==> src/rtl/pico_io_pkg.sv <==
// Shared definitions for the pico_io_ports slice: port width, default
// address bases and the interrupt FSM state encoding.
package pico_io_pkg;

    localparam int PORT_W = 8;

    localparam logic [PORT_W-1:0] DEFAULT_OUT_BASE = 8'h00;
    localparam logic [PORT_W-1:0] DEFAULT_IN_BASE  = 8'h00;

    typedef enum logic [1:0] {
        IRQ_IDLE     = 2'd0,
        IRQ_REQ      = 2'd1,
        IRQ_SERVICED = 2'd2
    } irq_state_e;

endpackage

==> src/rtl/pico_io_sync.sv <==
// One 8-bit input synchroniser with a history flop and a change flag.
// The flag is held off until the chain and history hold real samples.
module pico_io_sync
    import pico_io_pkg::*;
#(
    parameter int SYNC_STAGES = 2
) (
    input  logic              clk_i,
    input  logic              rst_ni,
    input  logic [PORT_W-1:0] async_i,
    output logic [PORT_W-1:0] sync_o,
    output logic              changed_o
);

    logic [PORT_W-1:0]  chain_q [SYNC_STAGES];
    logic [PORT_W-1:0]  hist_q;
    logic [SYNC_STAGES:0] prime_q;

    always_ff @(posedge clk_i or negedge rst_ni) begin
        if (!rst_ni) begin
            for (int k = 0; k < SYNC_STAGES; k++) chain_q[k] <= '0;
            hist_q  <= '0;
            prime_q <= '0;
        end else begin
            chain_q[0] <= async_i;
            for (int k = 1; k < SYNC_STAGES; k++) chain_q[k] <= chain_q[k-1];
            hist_q  <= chain_q[SYNC_STAGES-1];
            prime_q <= {prime_q[SYNC_STAGES-1:0], 1'b1};
        end
    end

    // Post-reset filling of the chain must not look like an input change.
    assign sync_o    = chain_q[SYNC_STAGES-1];
    assign changed_o = prime_q[SYNC_STAGES] && (sync_o != hist_q);

endmodule

==> src/rtl/pico_io_ports.sv <==
// PicoBlaze-style I/O port block: output registers, synchronised input ports,
// and (with PICO_IO_IRQ_EN defined) change status, mask and interrupt FSM.
module pico_io_ports
    import pico_io_pkg::*;
#(
    parameter int                N_OUT       = 2,
    parameter int                N_IN        = 2,
    parameter logic [PORT_W-1:0] OUT_BASE    = DEFAULT_OUT_BASE,
    parameter logic [PORT_W-1:0] IN_BASE     = DEFAULT_IN_BASE,
    parameter int                SYNC_STAGES = 2
) (
    input  logic                     clk,
    input  logic                     reset,
    input  logic [PORT_W-1:0]        port_id,
    input  logic                     write_strobe,
    input  logic                     read_strobe,
    input  logic [PORT_W-1:0]        out_port,
    output logic [PORT_W-1:0]        in_port,
    input  logic [PORT_W*N_IN-1:0]   ext_in,
    output logic [PORT_W*N_OUT-1:0]  ext_out,
    output logic                     interrupt,
    input  logic                     interrupt_ack,
    output irq_state_e               dbg_irq_state
);

    // Strobes are single-cycle qualifiers sampled on the rising edge together
    // with port_id/out_port; there is no back-pressure, every strobe completes.

    logic [N_IN-1:0][PORT_W-1:0]  sync_val;
    logic [N_IN-1:0]              changed;
    logic [N_OUT-1:0][PORT_W-1:0] out_q, out_d;
    logic [PORT_W-1:0]            in_q, in_d;

    for (genvar g = 0; g < N_IN; g++) begin : g_sync
        pico_io_sync #(.SYNC_STAGES(SYNC_STAGES)) u_sync (
            .clk_i     (clk),
            .rst_ni    (reset),
            .async_i   (ext_in[PORT_W*g +: PORT_W]),
            .sync_o    (sync_val[g]),
            .changed_o (changed[g])
        );
    end

`ifdef PICO_IO_IRQ_EN
    localparam logic [PORT_W-1:0] MASK_WR_ADDR = OUT_BASE + PORT_W'(N_OUT);
    localparam logic [PORT_W-1:0] STATUS_ADDR  = IN_BASE + PORT_W'(N_IN);
    localparam logic [PORT_W-1:0] MASK_RD_ADDR = IN_BASE + PORT_W'(N_IN + 1);

    logic [N_IN-1:0] status_q, status_d, mask_q, mask_d;
    logic            status_clr, pending, irq_q;
    irq_state_e      state_q;

    assign status_clr = read_strobe && (port_id == STATUS_ADDR);
    assign pending    = |(status_q & mask_q);

    always_comb begin
        mask_d = mask_q;
        if (write_strobe && (port_id == MASK_WR_ADDR)) mask_d = out_port[N_IN-1:0];
        // A change seen in the clearing cycle survives the clear.
        status_d = (status_q & ~{N_IN{status_clr}}) | changed;
    end

    always_ff @(posedge clk or negedge reset) begin
        if (!reset) begin
            status_q <= '0;
            mask_q   <= '0;
        end else begin
            status_q <= status_d;
            mask_q   <= mask_d;
        end
    end

    always_ff @(posedge clk or negedge reset) begin
        if (!reset) begin
            state_q <= IRQ_IDLE;
            irq_q   <= 1'b0;
        end else begin
            case (state_q)
                IRQ_IDLE: if (pending) begin
                    state_q <= IRQ_REQ;
                    irq_q   <= 1'b1;
                end
                IRQ_REQ: if (interrupt_ack) begin
                    state_q <= IRQ_SERVICED;
                    irq_q   <= 1'b0;
                end
                IRQ_SERVICED: if (!pending) state_q <= IRQ_IDLE;
                default: begin
                    state_q <= IRQ_IDLE;
                    irq_q   <= 1'b0;
                end
            endcase
        end
    end

    assign interrupt     = irq_q;
    assign dbg_irq_state = state_q;
`else
    logic unused_irq_inputs;
    assign unused_irq_inputs = ^{read_strobe, interrupt_ack, changed};
    assign interrupt         = 1'b0;
    assign dbg_irq_state     = IRQ_IDLE;
`endif

    always_comb begin
        out_d = out_q;
        if (write_strobe) begin
            for (int i = 0; i < N_OUT; i++) begin
                if (port_id == OUT_BASE + PORT_W'(i)) out_d[i] = out_port;
            end
        end
        in_d = '0;
        for (int i = 0; i < N_IN; i++) begin
            if (port_id == IN_BASE + PORT_W'(i)) in_d = sync_val[i];
        end
`ifdef PICO_IO_IRQ_EN
        if (port_id == STATUS_ADDR)  in_d = PORT_W'(status_q);
        if (port_id == MASK_RD_ADDR) in_d = PORT_W'(mask_q);
`endif
    end

    always_ff @(posedge clk or negedge reset) begin
        if (!reset) begin
            out_q <= '0;
            in_q  <= '0;
        end else begin
            out_q <= out_d;
            in_q  <= in_d;
        end
    end

    assign ext_out = out_q;
    assign in_port = in_q;

endmodule

==> config.mk <==
export PLATFORM = sky130hd
export DESIGN_NAME = pico_io_ports
export DESIGN_NICKNAME = d
export VERILOG_FILES = /design/src/rtl/pico_io_pkg.sv /design/src/rtl/pico_io_sync.sv /design/src/rtl/pico_io_ports.sv
export SDC_FILE = /design/constraint.sdc
export NUM_CORES = 1
export LEC_CHECK = 0
export CORE_ASPECT_RATIO = 1.4
export CORE_MARGIN = 2
export CORE_UTILIZATION = 32
export DETAILED_ROUTE_END_ITERATION = 8
export DONT_BUFFER_PORTS = 1
export PLACE_DENSITY = 0.51
export SETUP_SLACK_MARGIN = 0.4
export SLEW_MARGIN = 20
export SYNTH_ARGS = -nofsm -noshare
export SYNTH_HDL_FRONTEND = slang
export SYNTH_SLANG_ARGS = --single-unit
==> constraint.sdc <==
create_clock -name clk -period 1.6 [get_ports clk]
set_input_delay 0.24 -clock clk [delete_from_list [all_inputs] [get_ports clk]]
set_output_delay 0.24 -clock clk [all_outputs]
set_load 0.03 [all_outputs]
==> run_results.csv, run 1 <==
group,metric,value,unit
status,status,"complete, but fails checks",
status,violations,"negative hold slack",
power,p_sw_share,22.53,%
cts,htreeDepth,2,
power,internal-power,1.846,mW
floorplanning,pin_count,64,
setup_path,worstPathArrival,1.28,ns
flow_run,maxCapViolCount,0,
setup_path,critical_path_buf_inv_count,0,
timing,timing.hold.ws,-0.3792,ns
route,vias,819,
min_path,min_path_type,"primary input to asynchronous set/reset pin",
final_layout,drive_above_1_share,23.33,%
floorplanning,core,0.005445,mm^2
timing,setup_tns,0,ns
power,ir_drop,661.4,uV
yosys,synth_top_area_cell,"dfrtp_1",
timing,rsz0062_at_grt,"no",
cts,cts_made_buffers,5,
floorplanning,fp.dieH,92.38,um
setup_path,endpoint,"ext_out[11]",
setup_path,worst-setup-path-type,"primary input to flip-flop",
power,p_clk_share,32.2,%
setup_path,cp.required,1.79,ns
final_layout,antenna_cells,0,
final_layout,final_util,38.65,%
yosys,synth-seq-area-share,78.49,%
timing,timing.fmax,923.4,MHz
final_layout,area_delta_synth_final,17.87,%
timing,min_period,1.083,ns
placement,dpl-instance-area,0.001851,mm^2
cts,insertion_delay,0.30,ns
global_route,grt_max_degree,57,
power,power.switching,0.5370,mW
cts,cts_setup_buffers,0,
setup_path,slowest_delay,0.37,ns
floorplanning,die-area,0.006201,mm^2
route,drt_iter0_markers,5,
floorplanning,die_w,67.13,um
cts,ctsHoldBuffers,16,
yosys,synth_cell_types,12,
timing,hold_viol,56,
final_layout,final_cell_mix,"56 x dfrtp_1, 16 x mux2_2, 16 x dlygate4sd3_1",
route,finalWirelength,2.742,mm
power,pwr-share-comb,3.3,%
yosys,synth_top_area_share,78.49,%
global_route,grt_pass1_wl,4.347,mm
cts,path_clk_slew,0.10,ns
power,power_density,1132,mW/mm^2
yosys,synthCells,98,
route,route.detailed.drc,0,
power,seq_power_share,64.5,%
setup_path,critPathLaunchType,"primary input",
cts,clockRootBuffer,"clkbuf_8",
timing,post-route-period-util,67.69,%
timing,setup_viol,0,
setup_path,path_depth,3,
setup_path,startpoint,"port_id[7]",
yosys,syn_area_per_cell,18.22,um^2
final_layout,final_cell_area,0.002105,mm^2
yosys,ys_seq_elements,56,
setup_path,rr_endpoint,"ext_out[6]",
placement,portBuffers,0,
yosys,synth_warnings,0,
power,total_power,2.383,mW
cts,cts_num_sinks,56,
timing,slew_viol_final,0,
setup_path,r2r-start,"ext_out[6]",
yosys,syn_area,0.001785,mm^2
floorplanning,start_util,32.79,%
setup_path,cp_max_fo,8,
placement,gp_congestion,0.5938,
setup_path,regToRegSetupSlack,0.66,ns
setup_path,path_cells,"nor4_4, nand4_2, mux2_2",
floorplanning,row_count,32,
yosys,yosys-top-cells-area,"dfrtp_1 78%, mux2_2 10%, mux2i_1 4.5%, nor2_1 1.7%, buf_4 1.3%",
cts,cts_tree,"done",
route,vias_per_cell,4.356,
route,ant_nets,0,
route,wl_per_cell,14.59,um
setup_path,worst_r2r_path_depth,1,
cts,cts-resized-gates,0,
global_route,gr-total-overflow,0,
setup_path,critPathTopFamily,"simple AND/OR/NAND/NOR gates",
cts,clockBufferDepth,2,
route,dr.pass1.iters,2,
setup_path,worstSetupEndpointType,"flip-flop",
final_layout,final_common_cell,"dfrtp_1",
global_route,grt_use_total,9.665,%
final_layout,num-nets-final,156,
power,leakage,1.020,nW
global_route,grt_pass1_vias,990,
global_route,antenna_found_initial,0,
placement,dp_hpwl,1.945,mm
setup_path,cp_slowest_cell,"mux2_2",
timing,skew,0.003180,ns
==> worst min path at each step <==
stage | start | end | depth (start not counted)
final | reset | ext_out[11] | 0
after global routing | reset | ext_out[11] | 0
after CTS | reset | ext_out[11] | 0
after detailed placement | reset | ext_out[13] | 0
after global placement | reset | ext_out[9] | 0
after floorplan | reset | ext_out[0] | 0
==> layer usage <==
layer  GRT usage (%)  wire length, um
met1           9.470              908
met2           17.66             1538
met3           3.402              244
met4           4.082               51
met5               0                0
==> stage by stage <==
stage / std cells / worst slack (ns)
after floorplan: 100 / 0.3436
after global placement: 164 / 0.2280
after detailed placement: 164 / 0.1684
after CTS: 188 / 0.5017
after global routing: 188 / 0.4645
final: 188 / 0.5170
==> Yosys cell counts <==
library cell / instances
nand2_1: 1
conb_1: 1
nand4_2: 1
nor3_2: 1
buf_4: 3
nor2_1: 8
dfrtp_1: 56
nor4_4: 1
buf_2: 1
mux2i_1: 8
mux2_2: 16
nand4b_2: 1
==> area by class of cell <==
cell class | count | area [um^2]
repair buffers | 16 | 160.2
flip-flops and latches | 56 | 1401
clock inverters | 3 | 25.02
multi-input cells | 40 | 364.1
clock buffers | 5 | 68.82
well taps | 68 | 85.08
fillers | 529 | 3341
==> state kept, by name, indices dropped and copies added (netlist names) <==
name                   cells
ext_out                   16
g_sync.u_sync.chain_q     16
g_sync.u_sync.sync_o      16
in_port                    8
==> power by group through the flow <==
| stage | clock [mW] | combinational [mW] | sequential (mW) |
|---|---|---|---|
| 2_1_floorplan | 0 | 0.0546 | 1.56 |
| 3_5_place_dp | 0 | 0.0484 | 1.57 |
| 6_report | 0.768 | 0.0778 | 1.54 |
| 5_1_grt | 0.865 | 0.0845 | 1.55 |
| 3_3_place_gp | 0 | 0.0461 | 1.56 |
| 4_1_cts | 0.810 | 0.0784 | 1.54 |
==> kinds of logic (layout without fill, tap and decap cells) <==
kind of cell	Yosys count	after routing	share of synthesized area, %
DFF	56	56	78.49
other	1	3	0.2100
muxes	24	24	14.58
and+or+nand+nor	13	13	5.185
buffers and inverters	4	24	1.541
No activity file was read; power rests on OpenSTA's default activity.
==> run 2: changes to the inputs <==
clock period = 1 ns   (was 1.6 ns; I/O delays follow)
==> run_results.csv, run 2 (synthesis results as in run 1) <==
group,metric,value,unit
timing,setup_viol,4,
status,status,"complete, but fails checks",
setup_path,worst_r2r_path_depth,2,
floorplanning,start_util,32.79,%
route,dr.pass1.iters,2,
placement,dp_hpwl,2.058,mm
route,ant_nets,0,
setup_path,cp.required,0.85,ns
timing,rsz0062_at_grt,"yes",
cts,path_clk_slew,0.10,ns
floorplanning,fp.dieH,92.38,um
power,pwr-share-comb,7.9,%
final_layout,area_delta_synth_final,40.43,%
setup_path,worst-setup-path-type,"flip-flop to output pin",
final_layout,num-nets-final,179,
cts,insertion_delay,0.30,ns
cts,cts_made_buffers,5,
power,power.switching,0.8723,mW
placement,gp_congestion,0.6183,
power,p_clk_share,30.5,%
timing,layout_setup_ws,-0.01668,ns
setup_path,regToRegSetupSlack,0.11,ns
setup_path,worstSetupEndpointType,"output pin",
cts,clockRootBuffer,"clkbuf_8",
cts,clockBufferDepth,2,
timing,timing.fmax,983.6,MHz
route,finalWirelength,3.099,mm
cts,htreeDepth,2,
floorplanning,core,0.005445,mm^2
route,wl_per_cell,14.69,um
flow_run,maxCapViolCount,0,
route,route.detailed.drc,0,
timing,slew_viol_final,0,
final_layout,final_common_cell,"dfrtp_1",
final_layout,final_cell_mix,"40 x dfrtp_1, 19 x buf_6, 16 x dfrtp_2, 16 x dlygate4sd3_1, 13 x mux2_2",
cts,cts_tree,"done",
timing,hold_viol,61,
placement,dpl-instance-area,0.002026,mm^2
setup_path,rr_endpoint,"ext_out[11]",
power,internal-power,3.038,mW
setup_path,critical_path_buf_inv_count,1,
setup_path,r2r-start,"ext_out[11]",
timing,skew,0.004554,ns
floorplanning,row_count,32,
setup_path,slowest_delay,0.43,ns
global_route,antenna_found_initial,0,
global_route,grt_use_total,11.10,%
timing,timing.hold.ws,-0.4694,ns
final_layout,final_cell_area,0.002507,mm^2
final_layout,drive_above_1_share,58.04,%
power,total_power,3.910,mW
route,drt_iter0_markers,17,
placement,portBuffers,0,
global_route,gr-total-overflow,0,
status,violations,"negative hold slack, negative setup slack",
setup_path,critPathLaunchType,"flip-flop",
floorplanning,pin_count,64,
global_route,grt_max_degree,57,
min_path,min_path_type,"primary input to asynchronous set/reset pin",
power,seq_power_share,61.6,%
setup_path,worstPathArrival,0.87,ns
cts,ctsHoldBuffers,16,
power,power_density,1559,mW/mm^2
route,vias,923,
cts,cts_num_sinks,56,
global_route,grt_pass1_wl,5.030,mm
power,leakage,1.152,nW
global_route,grt_pass1_vias,1067,
setup_path,critPathTopFamily,"flip-flops",
setup_path,endpoint,"ext_out[15]",
floorplanning,die_w,67.13,um
floorplanning,die-area,0.006201,mm^2
power,p_sw_share,22.31,%
setup_path,startpoint,"ext_out[15]",
setup_path,cp_slowest_cell,"dfrtp_2",
setup_path,cp_max_fo,2,
timing,min_period,1.017,ns
power,ir_drop,1283,uV
setup_path,path_cells,"buf_6",
final_layout,antenna_cells,0,
route,vias_per_cell,4.374,
timing,post-route-period-util,101.7,%
setup_path,path_depth,1,
## run 2: cell count changes in the layout (fill, tap and decap cells not counted), sizes merged
cell      delta
clkinv       +2
buf         +23
clkinvlp     -1
inv          -1
## run 2: area by class of cell
type                    count  area, um^2
clock buffers               5       68.82
clock inverters             3       22.52
fillers                   492        2938
multi-input cells          40       493.0
flip-flops and latches     56        1421
well taps                  68       85.08
repair buffers             39       416.7
## run 2: how the worst min path moves through the flow
stage / slack, ns / end
finish: -0.47 / in_port[3]
global route: -0.49 / ext_out[10]
CTS: -0.48 / ext_out[8]
detailed placement: -0.14 / ext_out[8]
global placement: -0.14 / ext_out[7]
floorplan: -0.15 / ext_out[0]
## run 2: per-layer routing
| layer | up-vias | wire (um) | GRT usage [%] |
|---|---|---|---|
| li1 | 406 | - | - |
| met1 | 464 | 987 | 10.60 |
| met2 | 51 | 1819 | 21.20 |
| met3 | 2 | 276 | 3.402 |
| met4 | 0 | 17 | 4.082 |
| met5 | - | 0 | 0 |
## run 2: power groups by stage
stage | Combinational, mW | Clock (mW) | Sequential [mW]
5_1_grt | 0.328 | 1.36 | 2.42
4_1_cts | 0.293 | 1.26 | 2.41
3_5_place_dp | 0.197 | 0 | 2.44
2_1_floorplan | 0.0875 | 0 | 2.50
3_3_place_gp | 0.195 | 0 | 2.44
6_report | 0.311 | 1.19 | 2.41
## run 2: metrics by stage
step                      utilization [%]  setup slack (ns)  cells  setup TNS, ns
after floorplan                         -           -0.1664    100         -2.630
after global placement              37.20           -0.2873    183         -4.515
after detailed placement            37.20           -0.3302    183         -5.260
after CTS                           45.04          -0.03145    209        -0.1911
after global routing                46.05          -0.05735    211        -0.5488
final                               46.05          -0.01668    211       -0.02821
## run 2: what timing repair did
| item | in CTS | in global routing |
|---|---|---|
| setup endpoints to repair | 48 | 48 |
| endpoints found under the hold margin | 88 | 72 |
| resized for setup | 40 | 10 |
| setup buffers | 2 | 2 |
| pin swaps | 7 | 4 |
